### src/rtl/arb_pkg.sv
// Shared types and defaults for the data register arbiter.
// Holds the FSM state type, default sizing constants and an index-width helper.
package arb_pkg;

    typedef enum logic {
        StIdle = 1'b0,
        StOwn  = 1'b1
    } arb_state_e;

    localparam int unsigned DefNReq  = 4;
    localparam int unsigned DefDataW = 16;

    function automatic int unsigned idx_width(input int unsigned n);
        return (n > 1) ? $clog2(n) : 1;
    endfunction

endpackage

### src/rtl/rr_priority_pick.sv
// Combinational round-robin picker: first set request at or after start_i, wrapping.
// Produces the winner as one-hot and as an index, with valid_o when any request is set.
module rr_priority_pick
    import arb_pkg::*;
#(
    parameter int unsigned N_REQ = DefNReq,
    localparam int unsigned IdxW = idx_width(N_REQ)
) (
    input  logic [N_REQ-1:0] req_i,
    input  logic [IdxW-1:0]  start_i,
    output logic [N_REQ-1:0] onehot_o,
    output logic [IdxW-1:0]  idx_o,
    output logic             valid_o
);

    logic [IdxW-1:0] cand;

    always_comb begin
        onehot_o = '0;
        idx_o    = '0;
        valid_o  = 1'b0;
        cand     = '0;
        for (int unsigned k = 0; k < N_REQ; k++) begin
            cand = IdxW'((32'(start_i) + k) % N_REQ);
            if (!valid_o && req_i[cand]) begin
                valid_o        = 1'b1;
                idx_o          = cand;
                onehot_o[cand] = 1'b1;
            end
        end
    end

endmodule

### src/rtl/data_reg_arbiter.sv
// Round-robin arbiter guarding one shared data register; the grantee may write it.
// Define ARB_TIMEOUT_EN to force release after MAX_HOLD consecutive owned cycles.
module data_reg_arbiter
    import arb_pkg::*;
#(
    parameter int unsigned N_REQ    = DefNReq,
    parameter int unsigned DATA_W   = DefDataW,
    parameter int unsigned MAX_HOLD = 8,
    localparam int unsigned IdxW    = idx_width(N_REQ)
) (
    input  logic                    clk_i,
    input  logic                    rst_i,
    input  logic [N_REQ-1:0]        req_i,
    input  logic [N_REQ-1:0]        lock_i,
    input  logic [N_REQ-1:0]        wr_i,
    input  logic [N_REQ*DATA_W-1:0] wdata_i,
    output logic [N_REQ-1:0]        gnt_o,
    output logic [DATA_W-1:0]       data_out_o,
    output logic [IdxW-1:0]         owner_o,
    output logic                    busy_o,
    output logic                    timeout_o
);

    arb_state_e        state_q;
    logic [N_REQ-1:0]  gnt_q;
    logic [DATA_W-1:0] data_q;
    logic [IdxW-1:0]   owner_q;
    logic [IdxW-1:0]   ptr_q;
    logic [IdxW-1:0]   ptr_d;
    logic              busy_q;
    logic              timeout_q;

    logic [N_REQ-1:0]  pick_onehot;
    logic [IdxW-1:0]   pick_idx;
    logic              pick_valid;
    logic              own_release;
    logic              hold_expire;

    logic [DATA_W-1:0] wdata_arr [N_REQ];

    for (genvar i = 0; i < N_REQ; i++) begin : g_wdata
        assign wdata_arr[i] = wdata_i[i*DATA_W +: DATA_W];
    end

    rr_priority_pick #(
        .N_REQ (N_REQ)
    ) u_pick (
        .req_i    (req_i),
        .start_i  (ptr_q),
        .onehot_o (pick_onehot),
        .idx_o    (pick_idx),
        .valid_o  (pick_valid)
    );

    // Next search begins just past the winner.
    assign ptr_d       = (pick_idx == IdxW'(N_REQ - 1)) ? '0 : pick_idx + 1'b1;
    assign own_release = !req_i[owner_q] || !lock_i[owner_q];

`ifdef ARB_TIMEOUT_EN
    localparam int unsigned HoldW = $clog2(MAX_HOLD + 1);

    logic [HoldW-1:0] hold_cnt_q;

    assign hold_expire = !own_release && (hold_cnt_q == HoldW'(MAX_HOLD));

    always_ff @(posedge clk_i) begin
        if (rst_i) begin
            hold_cnt_q <= '0;
        end else if (state_q == StIdle) begin
            hold_cnt_q <= pick_valid ? HoldW'(1) : '0;
        end else if (own_release || hold_expire) begin
            hold_cnt_q <= '0;
        end else begin
            hold_cnt_q <= hold_cnt_q + 1'b1;
        end
    end
`else
    logic unused_max_hold;

    assign unused_max_hold = ^MAX_HOLD;
    assign hold_expire     = 1'b0;
`endif

    always_ff @(posedge clk_i) begin
        if (rst_i) begin
            state_q   <= StIdle;
            gnt_q     <= '0;
            data_q    <= '0;
            owner_q   <= '0;
            ptr_q     <= '0;
            busy_q    <= 1'b0;
            timeout_q <= 1'b0;
        end else begin
            timeout_q <= 1'b0;
            unique case (state_q)
                StIdle: begin
                    if (pick_valid) begin
                        state_q <= StOwn;
                        gnt_q   <= pick_onehot;
                        owner_q <= pick_idx;
                        ptr_q   <= ptr_d;
                        busy_q  <= 1'b1;
                    end
                end
                StOwn: begin
                    // A write in the releasing cycle still lands.
                    if (wr_i[owner_q]) begin
                        data_q <= wdata_arr[owner_q];
                    end
                    if (own_release || hold_expire) begin
                        state_q   <= StIdle;
                        gnt_q     <= '0;
                        busy_q    <= 1'b0;
                        timeout_q <= hold_expire;
                    end
                end
            endcase
        end
    end

    assign gnt_o      = gnt_q;
    assign data_out_o = data_q;
    assign owner_o    = owner_q;
    assign busy_o     = busy_q;
    assign timeout_o  = timeout_q;

endmodule

### config.mk
export PLATFORM = sky130hd
export DESIGN_NAME = data_reg_arbiter
export DESIGN_NICKNAME = d
export VERILOG_FILES = /design/src/rtl/arb_pkg.sv /design/src/rtl/rr_priority_pick.sv /design/src/rtl/data_reg_arbiter.sv
export SDC_FILE = /design/constraint.sdc
export NUM_CORES = 1
export LEC_CHECK = 0
export CAP_MARGIN = 20
export CORE_UTILIZATION = 39
export CTS_CLUSTER_DIAMETER = 80
export CTS_CLUSTER_SIZE = 12
export DETAILED_ROUTE_END_ITERATION = 10
export HOLD_SLACK_MARGIN = 0.12
export PLACE_DENSITY = 0.84
export SYNTH_ARGS = -nofsm -noshare
export SYNTH_HDL_FRONTEND = slang
export SYNTH_SLANG_ARGS = --single-unit
### constraint.sdc
create_clock -name clk_i -period 3.4 [get_ports clk_i]
set_input_delay 0.34 -clock clk_i [delete_from_list [all_inputs] [get_ports clk_i]]
set_output_delay 0.34 -clock clk_i [all_outputs]
set_load 0.02 [all_outputs]
# Yosys cells after proc, flatten, opt, wreduce, memory -nomap -nowiden
# Cells that the tools add are included.
[op_classes]
bitwise_logic = 5
magnitude_cmp = 10
addsub = 4
reduce_logical = 16
mux = 47
eq_ne = 3
[ops]
columns = ["operator", "n"]
rows = [
  ["binary-select mux 16 bit (select 2 bit)", 1],
  ["two-way mux 16 bit", 2],
  ["two-way mux 4 bit", 6],
  ["two-way mux 1 bit", 19],
  ["< comparator 2 x 3 -> 1 bit, second input constant", 5],
  ["binary-select mux 1 bit (select 2 bit)", 7],
  ["OR 4 bit", 3],
  ["two-way mux 2 bit", 5],
  ["demux 1 bit (select 2 bit)", 4],
  ["greater-or-equal comparator 2 x 1 -> 1 bit, second input constant", 4],
  ["one-hot mux 4 bit (2 select lines)", 1],
  ["logical AND 1 bit", 7],
  ["AND reduction 2 bit", 3],
  ["zero test 1 bit", 5],
  ["adder 2 x 1 -> 2 bit, second input constant", 2],
  ["adder 2 bit, second input constant", 2],
  ["one-hot mux 1 bit (2 select lines)", 2],
  ["greater-or-equal comparator 3 bit, second input constant", 1],
  ["inverter 2 -> 3 bit", 1],
  ["equality test 2 bit, second input constant", 1],
  ["inequality test 2 x 1 -> 1 bit, second input constant", 1],
  ["inequality test 2 bit, second input constant", 1],
  ["logical OR 1 bit", 1],
  ["inverter 1 bit", 1],
]
[totals]
ff_bits = 26
wordCells = 91
output_inout_bits = 24
in_bits = 78

# Logic depth before layout (Yosys ltp)
# Gate-level depths: netlist of the first run.
[depth]
ltp_word = 14
mapped_depth = 9
ltp_nobuf = 7

# Cells and area by module
# From an unflattened synthesis of the first run, not the netlist that was laid out.
[unflattened]
cells_unflattened = 166
hier_area_um2 = 1894.3
[modules_own_cells]
columns = ["module", "area_per_inst_um2", "cells_per_inst", "n_inst"]
rows = [
  ["data_reg_arbiter", 1472.7, 121, 1],
  ["rr_priority_pick", 421.7, 45, 1],
]

# Worst setup path after synthesis of the first run
# Ideal clock, no wire load.
[synth_path]
kind = "reg-to-reg"
start = "register with a tool-made name"
end = "register owner_q[0], in the netlist owner_o[0]"
path_stages_with_launch = 9
arrival_time_ns = 2.341
setup_slack_ns = 0.973
path_buffers = 2
synth_period_minus_slack_ns = 2.427
t_required_ns = 3.314
path_cell_list = "dfxtp_1 -> buf_2 -> inv_2 -> ha_1 -> clkbuf_1 -> mux4_2 -> a211o_1 -> o21a_1 -> a221oi_2"
[synth_rtl]
columns = ["item", "line_no", "text"]
rows = [
  ["to (signal assigned)", "data_reg_arbiter.sv:100", "owner_q <= pick_idx;"],
  ["to (decl)", "data_reg_arbiter.sv:27", "logic [IdxW-1:0] owner_q;"],
]

==> run metrics, run 1 <==
setup TNS 0 ps; DRC errors left 6; Rows 24; Starting Density 0.4164; Die Ht 71.12 um; I/O pins 102; Critical Path Source Type flip-flop; input/output buffers 100; clk slew on worst S/H paths 80 ps; worst endpoint required time 3580 ps; # nets final 357; Syn Nets 264; H-tree level count 1; Post-CTS Hold Buffers 0; antenna violations before repair 0; pwr dens 481.0 nW/um^2; Total Routing Usage GR 0.1981; Critical Path End Type flip-flop; post-CTS setup buffer count 0; Die Area 5057 sq um; Crit Path Max Fanout 17; Multi-input gate area 1217 sq um; ys async rst share 0; post-synthesis register bit count 26; remaining antenna violation count 0; # Max-Cap Violations 0; TritonCTS clock tree done; Worst-Skew Late Latency 260 ps; failing checks design-rule violations; Area after DPL 2870 sq um; Setup WS post-layout around 810 ps; Final min period around 2600 ps; Via Count 1,756; HP Class flip-flop to flip-flop; final hold violation count 0; YS warnings 0; Die Width 71.12 um; CP arrival 2780 ps; TritonRoute pass-1 iters 7; per-cell routed wire length 14.98 um; setup-violating endpoint count in the final report 0; root buf cell clkbuf_8; WHS 483.2 ps; layout cell share with drive strength beyond 1 0.1222; max-slew violations 0; library cells used by synthesis 40; final core utilization 0.6507; pin count of the biggest net entering global routing 18; WS Path Type flip-flop to flip-flop; RSZ-0062 raised after global routing no; DR vias/cell 5.453; Mapped Avg Cell Area approximately 10 sq um; Leak 1.135 nW; Fmax achieved 386.1 MHz; Post-Syn Area 1863 sq um; Fill cells 371; Post-CTS Resized 0; first-pass GRT wire length 7941 um; outcome finished, violations left; area delta synth->final 56.28%; Core Region 4474 sq um; total power draw about 1.4 mW; Inserted Diodes 0; Synth Instances 179; dpl cells about 320; number of global-route vias before repair 1,729; register area 520.5 sq um; Seq/Total Area, Yosys 0.2794; total CTS buffers 3; pre-CTS WS roughly 850 ps; DP HPWL between 3000 and 4000 um; top_reg_cell synth dfxtp_1; RD Place Congestion 0.8466; Peak supply drop 0.3337 mV; Post-Route WL 4825 um; Clock Sinks 26; slew at the pin with the worst max-slew slack 648.0 ps; fin cells 322; cell area after layout 2912 sq um; EDFF count, synth 0; Clock Tree Buf Depth 2; GRT overflow 0; Final Skew between 4 and 5 ps; initial drt markers between 70 and 80; final period utilization 0.7619; Slew headroom 0.5674
## kinds of logic (layout without fill, tap and decap cells)
group / after synthesis / after routing / share of synthesized area
muxes: 38 / 38 / 0.3452
AOI/OAI and AO/OA: 36 / 36 / 0.1404
DFF: 26 / 26 / 0.2794
buffers and inverters: 26 / 117 / 0.06716
and+or+nand+nor: 45 / 45 / 0.1189
other: 1 / 1 / 0.002013
adders and majority gates: 7 / 7 / 0.04701
## cells in the final DEF, fill, tap and decap left out, drive strengths merged, types with 2 or more instances in the layout
cell / Yosys / final
nor2: 19 / 19
mux4: 21 / 21
inv: 11 / 11
o21ai: 10 / 10
o221ai: 4 / 4
ha: 7 / 7
a21oi: 5 / 5
nor2b: 2 / 2
o31ai: 3 / 3
nor3b: 2 / 2
a221oi: 5 / 5
nand2: 13 / 13
mux2i: 17 / 17
clkdlybuf4s50: 0 / 100
nor4: 2 / 2
nor3: 2 / 2
o211ai: 2 / 2
dfxtp: 26 / 26
buf: 8 / 3
clkbuf: 7 / 3
## Yosys cell counts (2+ instances only)
cell / n / area [sq um]
nor3_1: 2 / 10.01
nor4_1: 2 / 12.51
o31ai_1: 3 / 22.52
o21ai_1: 2 / 10.01
a21oi_1: 5 / 25.02
clkbuf_1: 7 / 26.28
nor2_1: 19 / 71.32
o21ai_0: 8 / 40.04
buf_2: 5 / 25.02
a221oi_1: 4 / 35.03
buf_6: 2 / 22.52
mux4_2: 21 / 473.0
nor3b_1: 2 / 15.01
mux2i_1: 17 / 170.2
nand2_1: 12 / 45.04
o221ai_1: 4 / 35.03
dfxtp_1: 26 / 520.5
inv_1: 9 / 33.78
ha_1: 7 / 87.58
o211ai_1: 2 / 15.01
## critical path, cell delays in order, from the launching register on
cell      delay, ps
dfxtp_1         740
inv_2           170
ha_1            470
mux4_2          430
a211o_1         330
o21a_1          130
a221oi_2        240
## path summary, 6_finish.rpt
| kind | from | end | depth (start not counted) | slack (ps) |
|---|---|---|---|---|
| worst min-delay path | gnt_o[0] | gnt_o[0] | 2 | 480 |
| worst min register to register | gnt_o[0] | gnt_o[0] | 2 | 480 |
| worst max register to register | flip-flop | owner_o[0] | 6 | 810 |
| worst max-delay path | flip-flop | owner_o[0] | 6 | 810 |
## where the power goes
part / switching (mW) / total [mW] / leakage, nW / internal [mW]
combinational: 0.358 / 0.793 / 0.900 / 0.436
clock: 0.0873 / 0.166 / 0.0216 / 0.0791
sequential: 0.0807 / 0.441 / 0.213 / 0.360
total: 0.526 / 1.40 / 1.13 / 0.875
## registers in the layout, indices dropped and copies added, names as in the netlist, named ones only
| register | cells |
|---|---|
| gnt_o | 4 |
| data_out_o | 16 |
| busy_o | 1 |
| ptr_q | 1 |
| state_q | 1 |
| owner_o | 2 |
## layer usage
| layer | track usage | vias up | routed length (um) |
|---|---|---|---|
| met3 | 0.05840 | 4 | 330 |
| met4 | 0.04222 | 0 | 38 |
| met1 | 0.2289 | 829 | 1866 |
| met2 | 0.3622 | 68 | 2590 |
| li1 | - | 855 | - |
| met5 | 0 | - | 0 |
## final cells by class
type | instances | area share
Sequential cell | 26 | 0.1788
Timing Repair Buffer | 103 | 0.3515
Tap cell | 52 | 0.02235
Clock buffer | 3 | 0.01418
Inverter | 11 | 0.01504
Multi-Input combinational cell | 127 | 0.4181
Power figures use the tool's default switching activity.
==> inputs of run 2 (changes only) <==
CORE_UTILIZATION = 35   (was 39)
PLACE_DENSITY = 0.79   (was 0.84)
clock period = 2.38 ns   (was 3.4 ns; I/O delays follow)
==> run 2 against run 1 <==
  * The flow now finishes without violations
  * Non-clock buffer count rose by 8
  * Sequential share of layout area fell by 0.54 points
  * Worst hold slack got worse by 3.6 ps
  * Sequential power rose by 29%
  * Critical endpoint unchanged
==> run metrics, run 2 (same netlist as run 1, synthesis figures left out) <==
outcome complete, no violations (was finished, violations left); Final Skew 4.011 ps (was 4.872 ps); CP arrival 2250 ps (was 2780 ps); Critical Path End Type flip-flop (unchanged); worst r2r dst owner_o[0] (unchanged); Post-Route WL 5057 um (was 4825 um); total CTS buffers 3 (unchanged); logic gate share of total power 0.595 (was 0.566); slew at the pin with the worst max-slew slack 512.3 ps (was 648.0 ps); pin count of the biggest net entering global routing 17 (was 18); Post-CTS Hold Buffers 0 (unchanged); Fill cells 441 (was 371); Fmax achieved 483.6 MHz (was 386.1 MHz); final hold violation count 0 (unchanged); Area after DPL 2954 sq um (was 2870 sq um); Slew headroom 0.6572 (was 0.5674); first-pass GRT wire length 7665 um (was 7941 um); commonest non-fill, non-tap cell in the layout clkdlybuf4s50_1 (unchanged); final period utilization 0.8688 (was 0.7619); DRC errors left 0 (was 6); Setup WS post-layout 312.3 ps (was 809.7 ps); slowest CP cell ha_1 (was dfxtp_1); clk slew on worst S/H paths 90 ps (was 80 ps); RSZ-0062 raised after global routing no (unchanged); Clock Sinks 26 (unchanged); pre-CTS WS 195.8 ps (was 850.0 ps); remaining antenna violation count 0 (unchanged); internal reg-to-reg setup slack 310 ps (was 810 ps); Int Power 1.318 mW (was 874.9 uW); pwr dens 692.6 nW/um^2 (was 481.0 nW/um^2); dpl cells 345 (was 319); Worst-Skew Late Latency 260 ps (about the same); setup TNS 0 ps (unchanged); Sw Share 0.3676 (was 0.3753); Clock Tree Buf Depth 2 (unchanged); TritonCTS clock tree done (unchanged); worst hold path cell count 2 (unchanged); Reg power frac 0.272 (was 0.315); Rows 26 (was 24); H-tree level count 1 (unchanged); Crit Path Max Fanout 8 (was 17); cell area after layout 3009 sq um (was 2912 sq um); Post-CTS Resized 0 (unchanged); Inserted Diodes 0 (unchanged); initial drt markers 72 (was 71); Leak 1.183 nW (was 1.135 nW); Cell Chain, Critical Path inv_1, ha_1, mux4_2, a211o_1, o21a_1, a221oi_2 (was inv_2, ha_1, mux4_2, a211o_1, o21a_1, a221oi_2); # Max-Cap Violations 0 (unchanged); Via Count 1,802 (was 1,756); area delta synth->final 61.52% (was 56.28%); family with the most delay on the worst path compound AO/OA/AOI/OAI gates (was flip-flops); RD Place Congestion 0.8696 (was 0.8466); Switch Pwr 766.2 uW (was 525.6 uW); most frequent cells in the layout clkdlybuf4s50_1, dfxtp_1, mux4_2 (unchanged); Final min period 2068 ps (was 2590 ps); TritonRoute pass-1 iters 4 (was 7); HP Class flip-flop to flip-flop (unchanged); Core Region 5107 sq um (was 4474 sq um); reg2reg path depth 6 (unchanged); Total Routing Usage GR 0.1795 (was 0.1981); number of global-route vias before repair 1,707 (was 1,729); Die Ht 74.96 um (was 71.12 um); Peak supply drop 0.4582 mV (was 0.3337 mV); # nets final 365 (was 357); max-slew violations 0 (unchanged); Die Width 74.96 um (was 71.12 um); worst endpoint required time 2560 ps (was 3580 ps); Starting Density 0.3648 (was 0.4164); DR vias/cell 5.163 (was 5.453); HP Start gnt_o[0] (unchanged); fin cells 349 (was 322); max incr delay on CP 440 ps (was 740 ps); hold endpoint gnt_o[0] (unchanged); root buf cell clkbuf_8 (unchanged); per-cell routed wire length 14.49 um (was 14.98 um); GRT overflow 0 (unchanged); setup-violating endpoint count in the final report 0 (unchanged); final core utilization 0.5892 (was 0.6507); Die Area 5619 sq um (was 5057 sq um); layout cell share with drive strength beyond 1 0.1541 (was 0.1222); WHS 479.6 ps (was 483.2 ps); DP HPWL 4046 um (was 3925 um); post-CTS setup buffer count 0 (unchanged); input/output buffers 100 (unchanged); antenna violations before repair 0 (unchanged); total power draw 2.084 mW (was 1.401 mW); Largest register FFs 16 (unchanged); WS Path Type flip-flop to flip-flop (unchanged); Buf/Inv on CP 1 (unchanged); reg2reg start ptr_q[1]; I/O pins 102 (unchanged); Critical Path Source Type flip-flop (unchanged); Clk pwr share 0.133 (was 0.119)
[run 2: power groups by stage]
stage | Sequential, mW | Combinational (mW) | Clock [mW]
after floorplan | 0.663 | 0.729 | 0
after global placement | 0.575 | 1.22 | 0
after detailed placement | 0.578 | 1.25 | 0
after CTS | 0.568 | 1.25 | 0.291
after global routing | 0.579 | 1.35 | 0.313
final | 0.567 | 1.24 | 0.278
[run 2: worst max-delay path by stage]
stage	end	startpoint	cells after the start	slack [ps]
2_1_floorplan	owner_o[0]	flip-flop	8	60
3_3_place_gp	owner_o[0]	req_i[1]	5	230
3_5_place_dp	owner_o[0]	req_i[1]	5	200
4_1_cts	owner_o[0]	flip-flop	6	310
5_1_grt	gnt_o[2]	ptr_q[1]	7	90
6_report	owner_o[0]	ptr_q[1]	6	310
[run 2: worst min-delay path: cells and delay by family, from the launching register on]
kind               cells  cell delay, ps
AOI/OAI and AO/OA      1              60
and+or+nand+nor        1              50
DFF                    1             340
[run 2: cell type report]
cell class,instances,area [sq um],area share
Sequential cell,26,521.8,0.1734
Inverter,11,43.79,0.01455
Tap cell,70,87.58,0.02911
Timing Repair Buffer,111,1084,0.3601
Clock buffer,4,55.05,0.01830
Multi-Input combinational cell,127,1217,0.4046
[run 2: routing by layer]
metal / wire (um) / vias up / share of wire / GRT usage
met4: 35 / 0 / 0.0069 / 0.02935
li1: - / 873 / - / -
met3: 249 / 4 / 0.049 / 0.04953
met2: 2611 / 61 / 0.52 / 0.3103
met1: 2160 / 864 / 0.43 / 0.2277
met5: 0 / - / 0 / 0
==> inputs of run 3 (changes only) <==
GPL_ROUTABILITY_DRIVEN = 0   (was unset)
==> results of run 3 <==
Same layout as run 2: the final DEF is identical, and so are final timing and power.
